## src/rtl/ibex_cheri_ccall_seq_pkg.sv

```systemverilog
// Shared types and constants for the CHERI CCall sequencer and its priority checker.
package ibex_cheri_ccall_seq_pkg;

   localparam int OTYPE_W              = 18;
   localparam int PERM_W               = 12;
   localparam int CHERI_PERM_EXE_BIT   = 1;
   localparam int CHERI_PERM_CCALL_BIT = 8;

   typedef enum logic [2:0] {
      IDLE  = 3'd0,
      CHECK = 3'd1,
      C1    = 3'd2,
      C2    = 3'd3,
      EXC   = 3'd4
   } ccall_seq_state_e;

   typedef enum logic [1:0] {
      CCALL_CCALL      = 2'd0,
      CCALL_CRETURN    = 2'd1,
      CCALLFAST_CYCLE1 = 2'd2,
      CCALLFAST_CYCLE2 = 2'd3
   } cheri_ccall_e;

   typedef enum logic [4:0] {
      CAUSE_NONE           = 5'h00,
      CAUSE_LENGTH         = 5'h01,
      CAUSE_TAG            = 5'h02,
      CAUSE_SEAL           = 5'h03,
      CAUSE_TYPE           = 5'h04,
      CAUSE_CALL_TRAP      = 5'h05,
      CAUSE_RETURN_TRAP    = 5'h06,
      CAUSE_PERMIT_EXECUTE = 5'h11,
      CAUSE_PERMIT_CCALL   = 5'h19
   } c_exc_cause_e;

endpackage

```

## src/rtl/ibex_cheri_ccall_check.sv

```systemverilog
// Combinational CCall check: first failing rule in priority order gives cause and register.
module ibex_cheri_ccall_check
   import ibex_cheri_ccall_seq_pkg::*;
#(
   parameter int OTYPE_W        = 18,
   parameter int PERM_W         = 12,
   parameter int PERM_EXE_BIT   = 1,
   parameter int PERM_CCALL_BIT = 8
) (
   input  logic [1:0]         op_i,
   input  logic [4:0]         cs1_idx_i,
   input  logic [4:0]         cs2_idx_i,
   input  logic               cs1_tag_i,
   input  logic               cs2_tag_i,
   input  logic               cs1_sealed_i,
   input  logic               cs2_sealed_i,
   input  logic [OTYPE_W-1:0] cs1_otype_i,
   input  logic [OTYPE_W-1:0] cs2_otype_i,
   input  logic [PERM_W-1:0]  cs1_perm_i,
   input  logic [PERM_W-1:0]  cs2_perm_i,
   input  logic               cs1_inbounds_i,
   output logic               fail_o,
   output logic [4:0]         cause_o,
   output logic [4:0]         reg_o
);

   always_comb begin
      fail_o  = 1'b1;
      cause_o = CAUSE_NONE;
      reg_o   = cs1_idx_i;
      if (op_i == CCALL_CCALL) begin
         cause_o = CAUSE_CALL_TRAP;
      end else if (op_i == CCALL_CRETURN) begin
         cause_o = CAUSE_RETURN_TRAP;
      end else if (!cs1_tag_i) begin
         cause_o = CAUSE_TAG;
      end else if (!cs2_tag_i) begin
         cause_o = CAUSE_TAG;
         reg_o   = cs2_idx_i;
      end else if (!cs1_sealed_i) begin
         cause_o = CAUSE_SEAL;
      end else if (!cs2_sealed_i) begin
         cause_o = CAUSE_SEAL;
         reg_o   = cs2_idx_i;
      end else if (cs1_otype_i != cs2_otype_i) begin
         cause_o = CAUSE_TYPE;
      end else if (!cs1_perm_i[PERM_CCALL_BIT]) begin
         cause_o = CAUSE_PERMIT_CCALL;
      end else if (!cs2_perm_i[PERM_CCALL_BIT]) begin
         cause_o = CAUSE_PERMIT_CCALL;
         reg_o   = cs2_idx_i;
      end else if (!cs1_perm_i[PERM_EXE_BIT]) begin
         cause_o = CAUSE_PERMIT_EXECUTE;
      end else if (cs2_perm_i[PERM_EXE_BIT]) begin
         // The data capability must not be executable.
         cause_o = CAUSE_PERMIT_EXECUTE;
         reg_o   = cs2_idx_i;
      end else if (!cs1_inbounds_i) begin
         cause_o = CAUSE_LENGTH;
      end else begin
         fail_o  = 1'b0;
      end
   end

endmodule

```

## src/rtl/ibex_cheri_ccall_seq.sv

```systemverilog
// CCall sequencer: latch operands, check, then raise an exception or issue the two CCALLFAST writes.
module ibex_cheri_ccall_seq
   import ibex_cheri_ccall_seq_pkg::*;
#(
   parameter int OTYPE_W        = 18,
   parameter int PERM_W         = 12,
   parameter int PERM_EXE_BIT   = 1,
   parameter int PERM_CCALL_BIT = 8
) (
   input  logic               clk_i,
   input  logic               rst_ni,
   input  logic               start_i,
   input  logic [1:0]         ccall_op_i,
   input  logic               flush_i,
   input  logic [4:0]         cs1_idx_i,
   input  logic [4:0]         cs2_idx_i,
   input  logic               cs1_tag_i,
   input  logic               cs2_tag_i,
   input  logic               cs1_sealed_i,
   input  logic               cs2_sealed_i,
   input  logic [OTYPE_W-1:0] cs1_otype_i,
   input  logic [OTYPE_W-1:0] cs2_otype_i,
   input  logic [PERM_W-1:0]  cs1_perm_i,
   input  logic [PERM_W-1:0]  cs2_perm_i,
   input  logic               cs1_inbounds_i,
   output logic               busy_o,
   output logic [1:0]         cycle_o,
   output logic               pcc_we_o,
   output logic               jump_o,
   output logic               idc_we_o,
   output logic               done_o,
   output logic               exc_o,
   output logic [4:0]         exc_cause_o,
   output logic [4:0]         exc_reg_o
);

   ccall_seq_state_e   state_q, state_d;
   logic [1:0]         op_q;
   logic [4:0]         cs1_idx_q, cs2_idx_q;
   logic               cs1_tag_q, cs2_tag_q, cs1_sealed_q, cs2_sealed_q, cs1_inb_q;
   logic [OTYPE_W-1:0] cs1_otype_q, cs2_otype_q;
   logic [PERM_W-1:0]  cs1_perm_q, cs2_perm_q;
   logic [4:0]         cause_q, ereg_q;

   logic               chk_fail;
   logic [4:0]         chk_cause, chk_reg;
   logic               accept;

   assign accept = (state_q == IDLE) && start_i && !flush_i;

   ibex_cheri_ccall_check #(
      .OTYPE_W       (OTYPE_W),
      .PERM_W        (PERM_W),
      .PERM_EXE_BIT  (PERM_EXE_BIT),
      .PERM_CCALL_BIT(PERM_CCALL_BIT)
   ) u_check (
      .op_i          (op_q),
      .cs1_idx_i     (cs1_idx_q),
      .cs2_idx_i     (cs2_idx_q),
      .cs1_tag_i     (cs1_tag_q),
      .cs2_tag_i     (cs2_tag_q),
      .cs1_sealed_i  (cs1_sealed_q),
      .cs2_sealed_i  (cs2_sealed_q),
      .cs1_otype_i   (cs1_otype_q),
      .cs2_otype_i   (cs2_otype_q),
      .cs1_perm_i    (cs1_perm_q),
      .cs2_perm_i    (cs2_perm_q),
      .cs1_inbounds_i(cs1_inb_q),
      .fail_o        (chk_fail),
      .cause_o       (chk_cause),
      .reg_o         (chk_reg)
   );

   always_ff @(posedge clk_i or negedge rst_ni) begin
      if (!rst_ni) begin
         state_q      <= IDLE;
         op_q         <= '0;
         cs1_idx_q    <= '0;
         cs2_idx_q    <= '0;
         cs1_tag_q    <= 1'b0;
         cs2_tag_q    <= 1'b0;
         cs1_sealed_q <= 1'b0;
         cs2_sealed_q <= 1'b0;
         cs1_inb_q    <= 1'b0;
         cs1_otype_q  <= '0;
         cs2_otype_q  <= '0;
         cs1_perm_q   <= '0;
         cs2_perm_q   <= '0;
         cause_q      <= CAUSE_NONE;
         ereg_q       <= '0;
      end else begin
         state_q <= state_d;
         if (accept) begin
            op_q         <= ccall_op_i;
            cs1_idx_q    <= cs1_idx_i;
            cs2_idx_q    <= cs2_idx_i;
            cs1_tag_q    <= cs1_tag_i;
            cs2_tag_q    <= cs2_tag_i;
            cs1_sealed_q <= cs1_sealed_i;
            cs2_sealed_q <= cs2_sealed_i;
            cs1_inb_q    <= cs1_inbounds_i;
            cs1_otype_q  <= cs1_otype_i;
            cs2_otype_q  <= cs2_otype_i;
            cs1_perm_q   <= cs1_perm_i;
            cs2_perm_q   <= cs2_perm_i;
         end
         if (state_q == CHECK) begin
            cause_q <= chk_cause;
            ereg_q  <= chk_reg;
         end
      end
   end

   always_comb begin
      state_d = state_q;
      unique case (state_q)
         IDLE:    if (start_i) state_d = CHECK;
         CHECK:   state_d = chk_fail ? EXC : C1;
         C1:      state_d = C2;
         C2:      state_d = IDLE;
         EXC:     state_d = IDLE;
         default: state_d = IDLE;
      endcase
      if (flush_i) state_d = IDLE;
   end

   // Strobes are state-decoded, with flush as the only qualifier so a killed cycle never commits.
   always_comb begin
      busy_o      = (state_q != IDLE);
      cycle_o     = CCALL_CCALL;
      pcc_we_o    = 1'b0;
      jump_o      = 1'b0;
      idc_we_o    = 1'b0;
      done_o      = 1'b0;
      exc_o       = 1'b0;
      exc_cause_o = CAUSE_NONE;
      exc_reg_o   = '0;
      unique case (state_q)
         C1: begin
            cycle_o  = CCALLFAST_CYCLE1;
            pcc_we_o = !flush_i;
            jump_o   = !flush_i;
         end
         C2: begin
            cycle_o  = CCALLFAST_CYCLE2;
            idc_we_o = !flush_i;
            done_o   = !flush_i;
         end
         EXC: begin
            exc_o       = !flush_i;
            exc_cause_o = cause_q;
            exc_reg_o   = ereg_q;
         end
         default: ;
      endcase
   end

endmodule

```

## config.mk

```make
export PLATFORM = sky130hd
export DESIGN_NAME = ibex_cheri_ccall_seq
export DESIGN_NICKNAME = d
export VERILOG_FILES = /design/src/rtl/ibex_cheri_ccall_seq_pkg.sv /design/src/rtl/ibex_cheri_ccall_check.sv /design/src/rtl/ibex_cheri_ccall_seq.sv
export SDC_FILE = /design/constraint.sdc
export NUM_CORES = 1
export LEC_CHECK = 0
export CORE_ASPECT_RATIO = 1.25
export CORE_UTILIZATION = 43
export DETAILED_ROUTE_END_ITERATION = 10
export PLACE_DENSITY = 0.75
export SYNTH_ARGS = -nofsm -noshare
export SYNTH_HDL_FRONTEND = slang
export SYNTH_SLANG_ARGS = --single-unit
```

## constraint.sdc

```tcl
create_clock -name clk_i -period 1.75 [get_ports clk_i]
set_input_delay 0.4375 -clock clk_i [delete_from_list [all_inputs] [get_ports clk_i]]
set_output_delay 0.4375 -clock clk_i [all_outputs]
set_load 0.02 [all_outputs]
```

### Yosys cells after proc, flatten, opt, wreduce, memory -nomap -nowiden

Cells that the tools add are included.

| operators by class | value |
|---|---|
| equality and inequality tests | 7 |
| mux-type cells | 45 |
| reduce and logical (&&, ||, !) cells | 6 |

Operators with widths:

| operator | count |
|---|---|
| $mux 5 | 24 |
| $ne 18x18->1 | 1 |
| $mux 1 | 16 |
| $mux 3 | 3 |
| $pmux 3 s3 | 1 |
| $eq 3x2->1 const B | 2 |
| $pmux 2 s2 | 1 |
| $eq 3x1->1 const B | 1 |
| $eq 3x3->1 const B | 1 |
| $logic_not 3->1 | 1 |
| $ne 3x3->1 const B | 1 |
| $reduce_bool 3->1 | 1 |
| $eq 2x1->1 const B | 1 |
| $logic_and 1x1->1 | 2 |
| $logic_not 2->1 | 1 |
| $logic_not 1->1 | 1 |

| storage, ports and cells | value |
|---|---|
| register bits after elaboration | 84 |
| bits of input ports | 81 |
| output and inout bits | 18 |
| logic and storage cells | 73 |

### Longest topological paths before layout

| depth | value |
|---|---|
| depth after elaboration | 15 |
| mapped depth | 6 |
| depth with buffers taken out | 5 |

### Hierarchy

Synthesis repeated with hierarchy kept, for this count alone.

| unflattened totals | value |
|---|---|
| cells, all modules | 288 |
| area, all modules | 4080.2 µm² |

Modules (own cells, without submodules):

| module | instances | cells an instance | area an instance (µm²) | sequential area each (µm²) |
|---|---|---|---|---|
| ibex_cheri_ccall_seq | 1 | 218 | 3616.0 | 2252.2 |
| ibex_cheri_ccall_check | 1 | 70 | 464.2 | 0.0 |

### Least setup slack after synthesis

OpenSTA, ideal clock, no wires.

| timing | value |
|---|---|
| path kind | register to output |
| start point | register state_q[2] |
| end point | output pcc_we_o |
| data arrival time | 1678 ps |
| required time | 1312 ps |
| path slack | -365 ps |
| stages on the path, launching flop included | 4 |
| buffers on the path | 2 |
| path through | dfrtp_1 buf_2 nor4b_1 buf_4 |

| on the way | value |
|---|---|
| longest elaborated chain between the ends | 2 |

RTL lines:

| element | line | RTL |
|---|---|---|
| start: declaration | ibex_cheri_ccall_seq.sv:37 | `ccall_seq_state_e state_q, state_d;` |
| start signal: assignment | ibex_cheri_ccall_seq.sv:92 | `state_q <= state_d;` |
| $eq 3x2->1 | - |  |
| $mux 1 | - |  |
| end: declaration | ibex_cheri_ccall_seq.sv:28 | `output logic pcc_we_o,` |

No other way between the ends.

### Worst setup path in the final report

| timing | value |
|---|---|
| start point | register state_q[0] |
| end point | output exc_cause_o[1] |

| on the way | value |
|---|---|
| longest elaborated chain between the ends | 2 |

RTL lines:

| element | line | RTL |
|---|---|---|
| $eq 3x3->1 | ibex_cheri_ccall_seq.sv:138 | `unique case (state_q)` |
| $mux 5 | ibex_cheri_ccall_seq.sv:138 |  |
| end: declaration | ibex_cheri_ccall_seq.sv:33 | `output logic [4:0] exc_cause_o,` |

No other way between the ends.

==> impl_summary.md <==
Die
The floorplan has 34 rows. The die footprint is 7660 sq um. The starting density of the core is 0.448. The total I/O pin count is 99. The core region area is 7020 sq um.

In this run the vertical extent of the chip is 97.6 um. The die is 78.5 um wide.

Power and ir drop
Of the total power, the clock network draws 0.310. The power per cell area is 991 nW/um^2. Of the total power, combinational logic draws 0.213. The static leakage is 1.95 nW. The switching share of power is 0.251. Cell internal power was estimated by the tool at 0.00340 W. IR analysis of the VDD net gives a maximum drop of 0.623 mV. In this run the power spent charging and discharging nets is 0.00114 W. The share of total power dissipated in sequential elements is 0.476.

Clocking
The buffer levels on the longest clock path is 2. The CTS tree is yes. The tree is rooted in a sky130_fd_sc_hd__clkbuf_8. The sink count of the clock tree is 70.

The later-pin clock latency in the skew report is 340 ps. The H-tree depth reported by CTS is 3. After clock tree synthesis, the clock-pin slew on the worst setup and hold paths is 70 ps. For this design, the CTS-stage hold fixing added 0 buffers. The number of buffers inserted during clock tree synthesis is 9.

Timing
Across all setup checks in the final design, the least slack found is -72.1 ps. The headroom to the max-slew limit is 0.646. Counting I/O delays and the setup requirement, the final critical path takes 1820 ps. The final-report hold violation count was 0.

The portion of the clock cycle consumed by the worst path in the final layout is 1.04. The worst hold margin is 28.6 ps. The final worst clock skew is 12.6 ps. The total count of max-transition violations in the final report is 0. The top achievable clock speed is 549 MHz. Setup violations remaining at the end of the flow were counted as 19. The transition at the pin with the smallest max-transition slack is 530 ps. Setup repair after global routing could not meet its margin everywhere.

Drt
Dividing the detail-routed via count by the number of cells gives 5.05. Once detail routing completed, the nets flagged for antenna violations numbered 0. The routed layout has 2191 vias.

The wire length reported by the detailed router is 6350 um. The count of unresolved DRC violations after routing is 0. The count of TritonRoute iterations in the first routing pass is 4. The mean routed wirelength per cell is 14.6 um. In this run, the number of DRC markers left after iteration 0 of detailed routing was 106.

Synth
The Yosys step of the flow raised 0 warnings. Counting distinct cell types in the post-synthesis netlist gives 37. The most frequently used flop master after synthesis is sky130_fd_sc_hd__dfrtp_1. Of the synthesized area, sequential elements account for 0.557. The synthesized area divided by synthesized cell count is 13.2 sq um. The post-synthesis net count is 319.

The flop and latch count out of synthesis is 70. After synthesis the cells add up to 3150 sq um. Yosys mapped a number of flops with a built-in enable equal to 0.

The post-synthesis cell count is 238. The fraction of registers with async set/reset is 1.00.

Placed design
Once detailed placement completed, the half-perimeter wirelength came to 4500 um. At the end of routability-driven placement, the weighted congestion stood at 0.811. The total placed cells including tap cells is 414. The count of port buffers added during placement is 78.

Setup path
The startpoint of the lowest-slack register-to-register path is state_q[1]$_DFFE_PN0P_. The endpoint arrival time on the critical path is 1380 ps. The worst reg-to-reg path cell count is 5. Along the worst path, the maximum fanout reaches 6. The worst register-to-register path ends at cause_q[2]$_DFFE_PN0P_. STA classifies the critical path endpoint as an output port. The data required time at the worst endpoint is 1310 ps. STA classifies the critical path startpoint as a register. The kind of critical path is register to output port. For flop-to-flop paths, the worst setup slack is -60 ps.

Global routing
The global-route congestion overflow total is 0. The initial antenna violation count is 0. The first-pass GRT wire length is 10500 um. The global routing usage summed across all routing layers is 0.179.

The pin count of the biggest net entering global routing is 42. The via count of the first global-routing pass came to 2268.

Outcome
The run finished, with violations left. The final reports fail on setup timing.

Cells and area
The net total in the final layout is 420. In the final layout, the share of cells above drive strength 1 is 0.442. The number of cells in the finished layout apart from fillers is 434. The total inserted antenna cells is 0.

The area growth from synthesis to layout is 45.9%.

Job
The tool flagged a number of max-cap violations equal to 0.

Hold path
The class of the tightest hold or removal check is input port to async pin.
[power by group through the flow]
stage	clock network, W	registers (W)	logic, W
floorplan	0	0.00212	0.000601
global placement	0	0.00217	0.000876
detailed placement	0	0.00219	0.000900
CTS	0.00145	0.00216	0.000934
global route	0.00151	0.00221	0.00106
finish	0.00141	0.00217	0.000969
[synth_stat cells (2+ instances only)]
| cell type | n | area [sq um] |
|---|---|---|
| sky130_fd_sc_hd__buf_4 | 2 | 15.0 |
| sky130_fd_sc_hd__nor4b_1 | 2 | 17.5 |
| sky130_fd_sc_hd__mux2_2 | 57 | 642 |
| sky130_fd_sc_hd__nand2_1 | 14 | 52.6 |
| sky130_fd_sc_hd__o21ai_0 | 2 | 10.0 |
| sky130_fd_sc_hd__nand3_1 | 3 | 15.0 |
| sky130_fd_sc_hd__dfrtp_1 | 70 | 1750 |
| sky130_fd_sc_hd__and3_1 | 13 | 81.3 |
| sky130_fd_sc_hd__clkbuf_1 | 2 | 7.51 |
| sky130_fd_sc_hd__xor2_1 | 2 | 17.5 |
| sky130_fd_sc_hd__and2_0 | 2 | 12.5 |
| sky130_fd_sc_hd__o31ai_1 | 2 | 15.0 |
| sky130_fd_sc_hd__a31oi_1 | 2 | 12.5 |
| sky130_fd_sc_hd__xnor2_1 | 16 | 140 |
| sky130_fd_sc_hd__and2_2 | 3 | 22.5 |
| sky130_fd_sc_hd__a221o_1 | 5 | 50.1 |
| sky130_fd_sc_hd__nand4_1 | 5 | 31.3 |
| sky130_fd_sc_hd__buf_6 | 4 | 45.0 |
| sky130_fd_sc_hd__buf_2 | 5 | 25.0 |
| sky130_fd_sc_hd__nor2_1 | 10 | 37.5 |
[final cells by class]
class | count | area (sq um)
timing repair buffer | 103 | 1020
fill | 563 | 2430
clock inverter | 4 | 70.1
clock buffer | 12 | 145
tap | 90 | 113
sequential | 70 | 1760
multi-input combinational | 155 | 1490
[worst max path at each step]
| stage | from | to | slack, ps |
|---|---|---|---|
| 2_1_floorplan | state_q[2]$_DFFE_PN0P_ | pcc_we_o | -1 |
| 4_1_cts | state_q[1]$_DFFE_PN0P_ | exc_cause_o[0] | -80 |
| 5_1_grt | state_q[0]$_DFFE_PN0P_ | exc_cause_o[2] | -130 |
| 3_5_place_dp | flush_i | pcc_we_o | -630 |
| 6_report | state_q[0]$_DFFE_PN0P_ | exc_cause_o[1] | -70 |
| 3_3_place_gp | flush_i | jump_o | -550 |
[stage by stage]
step           setup WS, ps  utilization  setup TNS [ps]  total power, W  cell area (sq um)
6_report              -72.1        0.654            -782         0.00455               4590
5_1_grt                -131        0.654           -2080         0.00478               4590
4_1_cts               -77.9        0.634            -884         0.00455               4450
3_5_place_dp           -634        0.592          -21450         0.00309               4150
3_3_place_gp           -548        0.592          -19140         0.00305               4150
2_1_floorplan         -1.16            -           -1.16         0.00272               3160
[per-layer routing]
metal	wire, um	global-route usage
met5	0	0
met4	101	0.0812
met3	295	0.0507
met2	3300	0.310
met1	2650	0.202
[critical path, stage by stage, from the launching register on]
cell	delay (ps)
sky130_fd_sc_hd__dfrtp_2	480
sky130_fd_sc_hd__nor2_4	150
sky130_fd_sc_hd__buf_6	130
sky130_fd_sc_hd__and3_4	180
sky130_fd_sc_hd__buf_6	110
[sequential cells by signal, summed over array words and instances, names as in the netlist, 3 cells and up]
| signal | count |
|---|---|
| ereg_q | 5 |
| cs1_otype_q | 18 |
| cs1_idx_q | 5 |
| cs2_idx_q | 5 |
| cause_q | 5 |
| state_q | 3 |
| cs2_otype_q | 18 |
[kinds of logic (layout without fill, tap and decap cells)]
logic type,count (synthesis),after routing,synth area share
flip-flops,70,70,0.557
multiplexers,57,57,0.204
AO/OA/AOI/OAI,18,18,0.0453
AND/OR/NAND/NOR,62,62,0.114
XOR/XNOR,18,18,0.0501
buffers and inverters,13,119,0.0294
[layout by cell type, fill, tap and decap left out, types with 3 or more instances in the layout]
| master | Yosys | layout |
|---|---|---|
| sky130_fd_sc_hd__dfrtp_1 | 70 | 67 |
| sky130_fd_sc_hd__nor2_1 | 10 | 7 |
| sky130_fd_sc_hd__and3_1 | 13 | 3 |
| sky130_fd_sc_hd__nand4_1 | 5 | 5 |
| sky130_fd_sc_hd__buf_4 | 2 | 21 |
| sky130_fd_sc_hd__buf_12 | 0 | 3 |
| sky130_fd_sc_hd__dfrtp_2 | 0 | 3 |
| sky130_fd_sc_hd__and2_4 | 0 | 5 |
| sky130_fd_sc_hd__nor3_4 | 1 | 3 |
| sky130_fd_sc_hd__mux2_2 | 57 | 57 |
| sky130_fd_sc_hd__clkbuf_8 | 0 | 10 |
| sky130_fd_sc_hd__clkdlybuf4s50_1 | 0 | 58 |
| sky130_fd_sc_hd__xnor2_1 | 16 | 15 |
| sky130_fd_sc_hd__nand2_1 | 14 | 14 |
| sky130_fd_sc_hd__and3_4 | 0 | 10 |
| sky130_fd_sc_hd__buf_6 | 4 | 18 |
| sky130_fd_sc_hd__a221o_1 | 5 | 5 |
[repair_timing]
action	CTS	global route
endpoints found under the setup margin	24	27
pin swaps	9	13
buffers inserted	3	1
gates cloned	0	0
resized for setup	116	34
Power figures use the tool's default switching activity.
